===== src/rtl/axi_ad7763_cfg_fifo_if.sv =====
// AXI4-Lite slave channel bundle for the AD7763 control-word FIFO.
// The master modport is the PS-side initiator; the slave modport is the register block.
interface axi_ad7763_cfg_fifo_if #(
  parameter int AXI_DATA_WIDTH = 32,
  parameter int AXI_ADDR_WIDTH = 12
);
  logic [AXI_ADDR_WIDTH-1:0] awaddr;
  logic                      awvalid;
  logic                      awready;
  logic [AXI_DATA_WIDTH-1:0] wdata;
  logic                      wvalid;
  logic                      wready;
  logic [1:0]                bresp;
  logic                      bvalid;
  logic                      bready;
  logic [AXI_ADDR_WIDTH-1:0] araddr;
  logic                      arvalid;
  logic                      arready;
  logic [AXI_DATA_WIDTH-1:0] rdata;
  logic [1:0]                rresp;
  logic                      rvalid;
  logic                      rready;

  modport slave (
    input  awaddr, awvalid, wdata, wvalid, bready, araddr, arvalid, rready,
    output awready, wready, bresp, bvalid, arready, rdata, rresp, rvalid
  );

  modport master (
    output awaddr, awvalid, wdata, wvalid, bready, araddr, arvalid, rready,
    input  awready, wready, bresp, bvalid, arready, rdata, rresp, rvalid
  );
endinterface


===== src/rtl/axi_ad7763_cfg_fifo.sv =====
// AXI4-Lite control-word FIFO that serialises words to an AD7763-class ADC (fsin pulse + MSB-first sdi).
// Optional irq output and STATUS[4]/CTRL[2] support are enabled by defining AXI_AD7763_CFG_IRQ_EN.
module axi_ad7763_cfg_fifo #(
  parameter int AXI_DATA_WIDTH = 32,
  parameter int AXI_ADDR_WIDTH = 12,
  parameter int WORD_WIDTH     = 32,
  parameter int FIFO_DEPTH     = 4,
  parameter int FS_LEN         = 1
) (
  input  logic                  aclk,
  input  logic                  aresetn,
  axi_ad7763_cfg_fifo_if.slave  s_axi,
  input  logic                  adc_sco,
  output logic                  adc_fsin,
  output logic                  adc_sdi
`ifdef AXI_AD7763_CFG_IRQ_EN
  ,
  output logic                  irq
`endif
);
  localparam int PTR_W = $clog2(FIFO_DEPTH);
  localparam int LVL_W = PTR_W + 1;
  localparam int BIT_W = $clog2(WORD_WIDTH);
  localparam logic [1:0] RESP_OKAY   = 2'b00;
  localparam logic [1:0] RESP_SLVERR = 2'b10;

  typedef enum logic [1:0] {IDLE, FSYNC, SHIFT} state_t;

  logic [WORD_WIDTH-1:0] mem [FIFO_DEPTH];

  state_t                    state_reg, state_next;
  logic [WORD_WIDTH-1:0]     shift_reg, shift_next;
  logic [3:0]                fs_cnt_reg, fs_cnt_next;
  logic [BIT_W-1:0]          bit_cnt_reg, bit_cnt_next;
  logic                      fsin_reg, fsin_next;
  logic                      sdi_reg, sdi_next;
  logic                      sco_meta_reg, sco_sync_reg, sco_prev_reg;
  logic [PTR_W-1:0]          wr_ptr_reg, wr_ptr_next, rd_ptr_reg, rd_ptr_next;
  logic [LVL_W-1:0]          level_reg, level_next;
  logic                      enable_reg, enable_next;
  logic                      ovf_reg, ovf_next;
  logic                      aw_held_reg, aw_held_next, w_held_reg, w_held_next;
  logic [1:0]                awaddr_reg, awaddr_next;
  logic [AXI_DATA_WIDTH-1:0] wdata_reg, wdata_next;
  logic                      awready_reg, awready_next, wready_reg, wready_next;
  logic                      bvalid_reg, bvalid_next;
  logic [1:0]                bresp_reg, bresp_next;
  logic                      arready_reg, arready_next, rvalid_reg, rvalid_next;
  logic [1:0]                rresp_reg, rresp_next;
  logic [AXI_DATA_WIDTH-1:0] rdata_reg, rdata_next, status_word;
  logic                      sco_rise, empty, full, busy, wr_fire, push, pop, flush, ovf_set;
  logic                      irq_bit;

  assign sco_rise = sco_sync_reg & ~sco_prev_reg;
  assign empty    = (level_reg == '0);
  assign full     = (level_reg == LVL_W'(FIFO_DEPTH));
  assign busy     = (state_reg != IDLE) || !empty;
  assign wr_fire  = aw_held_reg & w_held_reg & ~bvalid_reg;

  // Serial engine: every state change is qualified by the synchronised sco rising edge.
  always_comb begin
    state_next   = state_reg;
    shift_next   = shift_reg;
    fs_cnt_next  = fs_cnt_reg;
    bit_cnt_next = bit_cnt_reg;
    fsin_next    = fsin_reg;
    sdi_next     = sdi_reg;
    pop          = 1'b0;
    if (sco_rise) begin
      case (state_reg)
        IDLE: begin
          if (enable_reg && !empty) begin
            pop         = 1'b1;
            shift_next  = mem[rd_ptr_reg];
            fsin_next   = 1'b0;
            fs_cnt_next = 4'(FS_LEN - 1);
            state_next  = FSYNC;
          end else begin
            sdi_next = 1'b0;
          end
        end
        FSYNC: begin
          if (fs_cnt_reg == '0) begin
            fsin_next    = 1'b1;
            sdi_next     = shift_reg[WORD_WIDTH-1];
            bit_cnt_next = BIT_W'(WORD_WIDTH - 1);
            state_next   = SHIFT;
          end else begin
            fs_cnt_next = fs_cnt_reg - 4'd1;
          end
        end
        SHIFT: begin
          shift_next = {shift_reg[WORD_WIDTH-2:0], 1'b0};
          if (bit_cnt_reg == '0) begin
            sdi_next   = 1'b0;
            state_next = IDLE;
          end else begin
            sdi_next     = shift_reg[WORD_WIDTH-2];
            bit_cnt_next = bit_cnt_reg - BIT_W'(1);
          end
        end
        default: state_next = IDLE;
      endcase
    end
  end

  // Write path: AW and W latch independently; the register action fires once both are held.
  always_comb begin
    aw_held_next = aw_held_reg;
    w_held_next  = w_held_reg;
    awaddr_next  = awaddr_reg;
    wdata_next   = wdata_reg;
    bvalid_next  = bvalid_reg;
    bresp_next   = bresp_reg;
    enable_next  = enable_reg;
    push         = 1'b0;
    flush        = 1'b0;
    ovf_set      = 1'b0;
    if (s_axi.awvalid && awready_reg) begin
      aw_held_next = 1'b1;
      awaddr_next  = s_axi.awaddr[3:2];
    end
    if (s_axi.wvalid && wready_reg) begin
      w_held_next = 1'b1;
      wdata_next  = s_axi.wdata;
    end
    if (wr_fire) begin
      aw_held_next = 1'b0;
      w_held_next  = 1'b0;
      bvalid_next  = 1'b1;
      bresp_next   = RESP_OKAY;
      case (awaddr_reg)
        2'd0: begin
          // A same-cycle pop frees the slot, so a push into a full FIFO still lands.
          if (!full || pop) push = 1'b1;
          else begin
            ovf_set    = 1'b1;
            bresp_next = RESP_SLVERR;
          end
        end
        2'd2: begin
          enable_next = wdata_reg[0];
          flush       = wdata_reg[1];
        end
        2'd3:    bresp_next = RESP_SLVERR;
        default: ;
      endcase
    end else if (bvalid_reg && s_axi.bready) begin
      bvalid_next = 1'b0;
    end
    awready_next = !aw_held_next && !bvalid_next;
    wready_next  = !w_held_next && !bvalid_next;
  end

  // FIFO bookkeeping; a flush drops queued words but never the one already in the shifter.
  always_comb begin
    wr_ptr_next = wr_ptr_reg;
    rd_ptr_next = rd_ptr_reg;
    level_next  = level_reg;
    ovf_next    = ovf_reg | ovf_set;
    if (flush) begin
      wr_ptr_next = '0;
      rd_ptr_next = '0;
      level_next  = '0;
      ovf_next    = 1'b0;
    end else begin
      if (push) wr_ptr_next = wr_ptr_reg + PTR_W'(1);
      if (pop)  rd_ptr_next = rd_ptr_reg + PTR_W'(1);
      level_next = level_reg + LVL_W'(push) - LVL_W'(pop);
    end
  end

`ifdef AXI_AD7763_CFG_IRQ_EN
  logic irq_reg, irq_next;
  always_comb begin
    irq_next = irq_reg;
    if (wr_fire && awaddr_reg == 2'd2 && wdata_reg[2]) irq_next = 1'b0;
    if (ovf_set || (state_reg == SHIFT && state_next == IDLE && level_next == '0))
      irq_next = 1'b1;
  end
  always_ff @(posedge aclk or negedge aresetn) begin
    if (!aresetn) irq_reg <= 1'b0;
    else          irq_reg <= irq_next;
  end
  assign irq_bit = irq_reg;
  assign irq     = irq_reg;
`else
  assign irq_bit = 1'b0;
`endif

  always_comb begin
    status_word       = '0;
    status_word[0]    = busy;
    status_word[1]    = empty;
    status_word[2]    = full;
    status_word[3]    = ovf_reg;
    status_word[4]    = irq_bit;
    status_word[15:8] = 8'(level_reg);
  end

  always_comb begin
    rvalid_next = rvalid_reg;
    rdata_next  = rdata_reg;
    rresp_next  = rresp_reg;
    if (s_axi.arvalid && arready_reg) begin
      rvalid_next = 1'b1;
      rdata_next  = '0;
      rresp_next  = RESP_OKAY;
      case (s_axi.araddr[3:2])
        2'd1:    rdata_next = status_word;
        2'd2:    rdata_next[0] = enable_reg;
        2'd3:    rresp_next = RESP_SLVERR;
        default: ;
      endcase
    end else if (rvalid_reg && s_axi.rready) begin
      rvalid_next = 1'b0;
    end
    arready_next = !rvalid_next;
  end

  always_ff @(posedge aclk) begin
    if (push) mem[wr_ptr_reg] <= wdata_reg[WORD_WIDTH-1:0];
  end

  always_ff @(posedge aclk or negedge aresetn) begin
    if (!aresetn) begin
      state_reg    <= IDLE;
      shift_reg    <= '0;
      fs_cnt_reg   <= '0;
      bit_cnt_reg  <= '0;
      fsin_reg     <= 1'b1;
      sdi_reg      <= 1'b0;
      sco_meta_reg <= 1'b0;
      sco_sync_reg <= 1'b0;
      sco_prev_reg <= 1'b0;
      wr_ptr_reg   <= '0;
      rd_ptr_reg   <= '0;
      level_reg    <= '0;
      enable_reg   <= 1'b1;
      ovf_reg      <= 1'b0;
      aw_held_reg  <= 1'b0;
      w_held_reg   <= 1'b0;
      awaddr_reg   <= '0;
      wdata_reg    <= '0;
      awready_reg  <= 1'b0;
      wready_reg   <= 1'b0;
      bvalid_reg   <= 1'b0;
      bresp_reg    <= RESP_OKAY;
      arready_reg  <= 1'b0;
      rvalid_reg   <= 1'b0;
      rresp_reg    <= RESP_OKAY;
      rdata_reg    <= '0;
    end else begin
      state_reg    <= state_next;
      shift_reg    <= shift_next;
      fs_cnt_reg   <= fs_cnt_next;
      bit_cnt_reg  <= bit_cnt_next;
      fsin_reg     <= fsin_next;
      sdi_reg      <= sdi_next;
      sco_meta_reg <= adc_sco;
      sco_sync_reg <= sco_meta_reg;
      sco_prev_reg <= sco_sync_reg;
      wr_ptr_reg   <= wr_ptr_next;
      rd_ptr_reg   <= rd_ptr_next;
      level_reg    <= level_next;
      enable_reg   <= enable_next;
      ovf_reg      <= ovf_next;
      aw_held_reg  <= aw_held_next;
      w_held_reg   <= w_held_next;
      awaddr_reg   <= awaddr_next;
      wdata_reg    <= wdata_next;
      awready_reg  <= awready_next;
      wready_reg   <= wready_next;
      bvalid_reg   <= bvalid_next;
      bresp_reg    <= bresp_next;
      arready_reg  <= arready_next;
      rvalid_reg   <= rvalid_next;
      rresp_reg    <= rresp_next;
      rdata_reg    <= rdata_next;
    end
  end

  assign s_axi.awready = awready_reg;
  assign s_axi.wready  = wready_reg;
  assign s_axi.bvalid  = bvalid_reg;
  assign s_axi.bresp   = bresp_reg;
  assign s_axi.arready = arready_reg;
  assign s_axi.rvalid  = rvalid_reg;
  assign s_axi.rresp   = rresp_reg;
  assign s_axi.rdata   = rdata_reg;
  assign adc_fsin      = fsin_reg;
  assign adc_sdi       = sdi_reg;
endmodule

===== src/flat_wrapper.sv =====
// flat-port wrapper written by rule: the top's interface ports become plain ports
module axi_ad7763_cfg_fifo_flat 
#(
  parameter int AXI_DATA_WIDTH = 32,
  parameter int AXI_ADDR_WIDTH = 12,
  parameter int WORD_WIDTH     = 32,
  parameter int FIFO_DEPTH     = 4,
  parameter int FS_LEN         = 1
)
  (aclk, aresetn, adc_sco, adc_fsin, adc_sdi, s_axi_awaddr, s_axi_awvalid, s_axi_wdata, s_axi_wvalid, s_axi_bready, s_axi_araddr, s_axi_arvalid, s_axi_rready, s_axi_awready, s_axi_wready, s_axi_bresp, s_axi_bvalid, s_axi_arready, s_axi_rdata, s_axi_rresp, s_axi_rvalid);
  axi_ad7763_cfg_fifo_if #(.AXI_DATA_WIDTH(AXI_DATA_WIDTH), .AXI_ADDR_WIDTH(AXI_ADDR_WIDTH)) s_axi_i ();
  input  logic aclk;
  input  logic aresetn;
  input  logic adc_sco;
  output logic adc_fsin;
  output logic adc_sdi;
  input wire logic [$bits(s_axi_i.awaddr)-1:0] s_axi_awaddr;
  input wire logic [$bits(s_axi_i.awvalid)-1:0] s_axi_awvalid;
  input wire logic [$bits(s_axi_i.wdata)-1:0] s_axi_wdata;
  input wire logic [$bits(s_axi_i.wvalid)-1:0] s_axi_wvalid;
  input wire logic [$bits(s_axi_i.bready)-1:0] s_axi_bready;
  input wire logic [$bits(s_axi_i.araddr)-1:0] s_axi_araddr;
  input wire logic [$bits(s_axi_i.arvalid)-1:0] s_axi_arvalid;
  input wire logic [$bits(s_axi_i.rready)-1:0] s_axi_rready;
  output wire logic [$bits(s_axi_i.awready)-1:0] s_axi_awready;
  output wire logic [$bits(s_axi_i.wready)-1:0] s_axi_wready;
  output wire logic [$bits(s_axi_i.bresp)-1:0] s_axi_bresp;
  output wire logic [$bits(s_axi_i.bvalid)-1:0] s_axi_bvalid;
  output wire logic [$bits(s_axi_i.arready)-1:0] s_axi_arready;
  output wire logic [$bits(s_axi_i.rdata)-1:0] s_axi_rdata;
  output wire logic [$bits(s_axi_i.rresp)-1:0] s_axi_rresp;
  output wire logic [$bits(s_axi_i.rvalid)-1:0] s_axi_rvalid;
  assign s_axi_i.awaddr = s_axi_awaddr;
  assign s_axi_i.awvalid = s_axi_awvalid;
  assign s_axi_i.wdata = s_axi_wdata;
  assign s_axi_i.wvalid = s_axi_wvalid;
  assign s_axi_i.bready = s_axi_bready;
  assign s_axi_i.araddr = s_axi_araddr;
  assign s_axi_i.arvalid = s_axi_arvalid;
  assign s_axi_i.rready = s_axi_rready;
  assign s_axi_awready = s_axi_i.awready;
  assign s_axi_wready = s_axi_i.wready;
  assign s_axi_bresp = s_axi_i.bresp;
  assign s_axi_bvalid = s_axi_i.bvalid;
  assign s_axi_arready = s_axi_i.arready;
  assign s_axi_rdata = s_axi_i.rdata;
  assign s_axi_rresp = s_axi_i.rresp;
  assign s_axi_rvalid = s_axi_i.rvalid;
  axi_ad7763_cfg_fifo #(.AXI_DATA_WIDTH(AXI_DATA_WIDTH), .AXI_ADDR_WIDTH(AXI_ADDR_WIDTH), .WORD_WIDTH(WORD_WIDTH), .FIFO_DEPTH(FIFO_DEPTH), .FS_LEN(FS_LEN)) u_core (.aclk(aclk), .aresetn(aresetn), .s_axi(s_axi_i), .adc_sco(adc_sco), .adc_fsin(adc_fsin), .adc_sdi(adc_sdi));
endmodule

===== config.mk =====
export PLATFORM = sky130hd
export DESIGN_NAME = axi_ad7763_cfg_fifo_flat
export DESIGN_NICKNAME = d
export VERILOG_FILES = /design/src/rtl/axi_ad7763_cfg_fifo_if.sv /design/src/rtl/axi_ad7763_cfg_fifo.sv /design/src/flat_wrapper.sv
export SDC_FILE = /design/constraint.sdc
export NUM_CORES = 1
export LEC_CHECK = 0
export CAP_MARGIN = 30
export CORE_MARGIN = 2
export CORE_UTILIZATION = 51
export CTS_CLUSTER_SIZE = 25
export DETAILED_ROUTE_END_ITERATION = 8
export GPL_TIMING_DRIVEN = 0
export HOLD_SLACK_MARGIN = 0.02
export PLACE_DENSITY = 0.76
export SLEW_MARGIN = 15
export SYNTH_ARGS = -nofsm -noshare
export SYNTH_HDL_FRONTEND = slang
export SYNTH_SLANG_ARGS = --single-unit

===== constraint.sdc =====
create_clock -name aclk -period 2.7 [get_ports aclk]
set_input_delay 0.54 -clock aclk [delete_from_list [all_inputs] [get_ports aclk]]
set_output_delay 0.54 -clock aclk [all_outputs]
set_load 0.1 [all_outputs]

Word level (Yosys, flattened, before mapping)
Memory sizes are Yosys's and may differ from the RTL's. Cells that the tools add are included.

Equality and inequality tests: 14. Reductions and logical operators: 35. Bitwise logic cells: 6. Add/subtract/negate cells: 6. Muxes and demuxes: 51.

Operators by type and width (count): one-hot mux 32 bit (2 select lines) (1); two-way mux 32 bit (1); two-way mux 1 bit (27); AND reduction 4 bit (5); two-way mux 2 bit (9); nonzero test 2 bit (6); equality test 2 bit (second input constant) (5); two-way mux 10 bit (1); two-way mux 5 bit (2); one-hot mux 5 bit (2 select lines) (1); logical AND 1 bit (8); two-way mux 4 bit (2); one-hot mux 4 bit (2 select lines) (1); logical NOT 1 bit (6); != test 2 x 1 -> 1 bit (second input constant) (3); != test 2 bit (second input constant) (3); one-hot mux 2 bit (3 select lines) (1); logical NOT 5 bit (1); subtractor 5 x 1 -> 5 bit (second input constant) (1); adder 2 x 1 -> 2 bit (second input constant) (2); equality test 2 x 1 -> 1 bit (second input constant) (2); logical NOT 2 bit (2); logical NOT 4 bit (1); one-hot mux 1 bit (2 select lines) (2); other kinds (15) (19).

Input port bits: 64. Register bits after elaboration: 134. Memories: 1. RAM bits: 128. Output and inout bits: 43.

Memory list: u_core.mem (depth 4, bits a word 32, read ports 1, clocked after memory_dff 0, write ports 1, RTL line axi_ad7763_cfg_fifo.sv:29) `logic [WORD_WIDTH-1:0] mem [FIFO_DEPTH];`.

Logic depth before layout (Yosys ltp)
Depth after elaboration: 13. Mapped depth: 10. Mapped depth without buffers: 10.

Least setup slack after synthesis
Ideal clock, no wire load.

Path type: flip-flop to flip-flop. Start point: reg u_core.bvalid_reg, in the netlist u_core.s_axi.bvalid. End point: mem u_core.mem[1][0] (enable). Library setup time: 0.392 ns. Arrival time: 2.382 ns. Cell stages (with the launch flop): 4. Path buffers: 0. Period minus slack after synthesis: 2.774 ns. Slack: -0.074 ns. Cells stage by stage: dfrtp_1 > nand3b_1 > a311oi_4 > and2_1.

Longest elaborated chain between the ends: 5.

Ends and longest elaborated chain: start: declaration (RTL line axi_ad7763_cfg_fifo.sv:46) `logic bvalid_reg, bvalid_next;`; start signal: assignment (RTL line axi_ad7763_cfg_fifo.sv:274) `bvalid_reg <= bvalid_next;`; inverter 1 bit (RTL line axi_ad7763_cfg_fifo.sv:58) `assign wr_fire = aw_held_reg & w_held_reg & ~bvalid_reg;`; bitwise AND 1 bit (RTL line axi_ad7763_cfg_fifo.sv:58); two-way mux 1 bit (RTL line axi_ad7763_cfg_fifo.sv:127) `if (wr_fire) begin`; two-way mux 1 bit (RTL line axi_ad7763_cfg_fifo.sv:222) `if (push) mem[wr_ptr_reg] <= wdata_reg[WORD_WIDTH-1:0];`; two-way mux 1 bit (implied by the code) (RTL line axi_ad7763_cfg_fifo.sv:222); end: declaration (RTL line axi_ad7763_cfg_fifo.sv:29).

Every way passes these cells.

Final worst setup path
Start point: reg u_core.wready_reg, in the netlist u_core.s_axi.wready. End point: out s_axi_wready.

RTL lines: start: declaration (RTL line axi_ad7763_cfg_fifo.sv:45) `logic awready_reg, awready_next, wready_reg, wready_next;`; start signal: assignment (RTL line axi_ad7763_cfg_fifo.sv:273) `wready_reg <= wready_next;`; end: declaration (RTL line flat_wrapper.sv:26) `output wire logic [$bits(s_axi_i.wready)-1:0] s_axi_wready;`.

No word-level cell between the ends.

==> out/results.txt <==
first-pass GRT wire length: 29200 um
core region area: 18700 um^2
top_reg_cell synth: edfxtp_1
kind of critical path: register to output pin
Syn Area/Cell: 14.7 um^2
CP required: 2160 ps
Antenna Nets Post-Route: 0
period utilisation layout: 94.9%
full die area: 20200 um^2
worst vdd ir: 0.514 mV
Pwr Total: 12400 uW
Worst Tran Pin Value: 989 ps
sum of negative setup slack: 0 ps
commonest non-fill, non-tap cell in the layout: edfxtp_1
Total GRT Usage: 18.3%
overall routed net length: 18800 um
share of layout cells above drive strength 1: 21.0%
CP max stage cell: clkdlybuf4s50_1
vias in the first global route: 5770
Num CTS Buffers: 24
Syn Inst Count: 662
Max Cap Viol: 0
Tightest Hold Check Type: register to register
RSZ-0062 raised after global routing: false
Clock transition at path regs: 60 ps
Pleak: 0.00449 uW
multi-input logic area: 2950 um^2
TritonCTS clock tree: done
WHS: 348 ps
clock latency at the later pin of the worst-skew pair: 510 ps
Final setup viols: 0
Overflow after GRT: 0
drt pass-1 iters: 6
Crit path arrival time: 2020 ps
EDFF count, synth: 128
Ys Warns: 0
Worst setup SP type: register
FF+latch count, synth: 235
deepest clock path buffer count: 3
sequential area share after synthesis: 66.9%
max-slew violation count: 0
Fillers: 1337
storage element area: 6520 um^2
WP buf/inv: 1
Ports: 107
htree depth: 1
FFs w/ async S/R, synth: 45.5%
CP endpoint kind: output pin
vias: 5653
largest net degree at the start of global routing: 74
max reg flops: 128
CP top delay family: buffers and inverters
drc violations: 0
relative slew slack: 33.9%
commonest cells after routing, fill and taps aside: edfxtp_1 (128), dfrtp_1 (105), nand2_1 (86), clkdlybuf4s50_1 (57), nor2_1 (46)
Starting Density: 52.1%
final hold vios: 0
antenna violations before repair: 1
vias per cell: 5.46
status: finished, final reports clean
DP Wirelength: 11500 um
Worst Clk Skew: 13.3 ps
Avg WL per Cell: 18.1 um
Final min period: 2560 ps
RD Place Congestion: 0.750
CTS sink count: 235
row count: 50
Die Y: 142 um
mapped cell area: 9750 um^2
Horiz. Die Dim: 142 um
Port Buffers: 59
worst-path fanout max: 3
fmax: 390 MHz
Power Dens Cells: 1070 nW/um^2
CP max stage delay: 1140 ps
DRT iter0 DRCs: 483
Layout area overhead: 18.8%
Yosys cell types: 52
clock root buffer: clkbuf_16
Final #Nets: 868
crit-path cells: clkdlybuf4s50_1
==> synthesized netlist by cell type, types with 2 or more instances <==
library cell,n,share of area [%]
a22oi_1,2,0.15
nor3_1,5,0.26
nand2_1,86,3.3
o41ai_1,2,0.18
buf_2,12,0.62
dfrtp_1,105,27
a21o_1,3,0.23
clkbuf_1,12,0.46
buf_1,3,0.12
o211ai_1,2,0.15
o21ai_0,12,0.62
ha_1,20,2.6
nand3_1,2,0.10
o21bai_1,3,0.23
a21oi_1,12,0.62
and2_1,4,0.26
or3_1,2,0.13
dfstp_2,2,0.54
a31oi_1,36,2.3
edfxtp_1,128,39
xnor2_1,6,0.54
nor2b_1,5,0.32
buf_4,29,2.2
nand3b_1,2,0.15
inv_1,22,0.85
mux2_2,36,4.2
and3_1,2,0.13
mux4_2,32,7.4
nor2_1,46,1.8
nor3b_1,2,0.15
o31ai_1,3,0.23
nand2b_1,4,0.26
==> kinds of logic (layout without fill, tap and decap cells) <==
logic type / after synthesis / count (layout) / synth area share, %
and+or+nand+nor: 167 / 171 / 7.76
other: 1 / 28 / 0.0385
DFF: 235 / 235 / 66.9
buffers and inverters: 80 / 189 / 4.36
adders and majority gates: 21 / 21 / 2.77
AOI/OAI and AO/OA: 82 / 82 / 5.84
muxes: 70 / 70 / 11.8
xor gates and xnor gates: 6 / 6 / 0.539
==> layout make-up <==
class                           instances  area share [%]
Antenna cell                            1          0.0216
Buffer                                 57            2.93
Clock buffer                           39            6.12
Clock inverter                          5           0.195
Inverter                               23           0.746
Multi-Input combinational cell        377            25.4
Sequential cell                       235            56.3
Tap cell                              234            2.53
Timing Repair Buffer                   65            5.68
==> worst paths after layout <==
check	startpoint	cells after the start	end	slack [ps]
max in group asynchronous	aresetn	3	u_core.enable_reg	1490
min reg2reg	u_core.sco_meta_reg	0	u_core.sco_sync_reg	350
max reg2reg	u_core.state_reg[0]	10	u_core.level_reg[2]	190
max	u_core.s_axi.wready	1	s_axi_wready	140
min	u_core.sco_meta_reg	0	u_core.sco_sync_reg	350
min in group asynchronous	aresetn	2	u_core.s_axi.arready	500
==> report_power, final <==
part	leakage (uW)	total [uW]	internal (uW)	switching, uW
registers	0.00242	5630	4930	706
logic	0.00171	3730	1480	2250
clock network	0.000358	3050	1780	1260
==> through the flow <==
stage                     utilization [%]  area, um^2  worst slack [ps]  std cells
after floorplan                         -        9850               249        688
after global placement               57.4       10700             -2950        981
after detailed placement             57.5       10800              -231        982
after CTS                            61.5       11500              -247       1027
after global routing                 61.9       11600              51.8       1035
final                                61.9       11600               138       1036
==> timing repair <==
item                                    4_1_cts  5_1_grt
buffers inserted                              0        4
gates cloned                                  0        4
resized for setup                             2        5
pin swaps                                     0        5
hold buffers                                  1        0
endpoints found under the hold margin        34        0
endpoints found under the setup margin      130      130
==> layer usage <==
layer	wire length, um	GRT usage (%)	vias to the layer above
met5	0	0	-
met4	425	4.84	0
met3	1030	2.73	29
met2	9650	33.2	190
met1	7680	23.3	2835
li1	-	-	2599
Power figures use the tool's default switching activity.
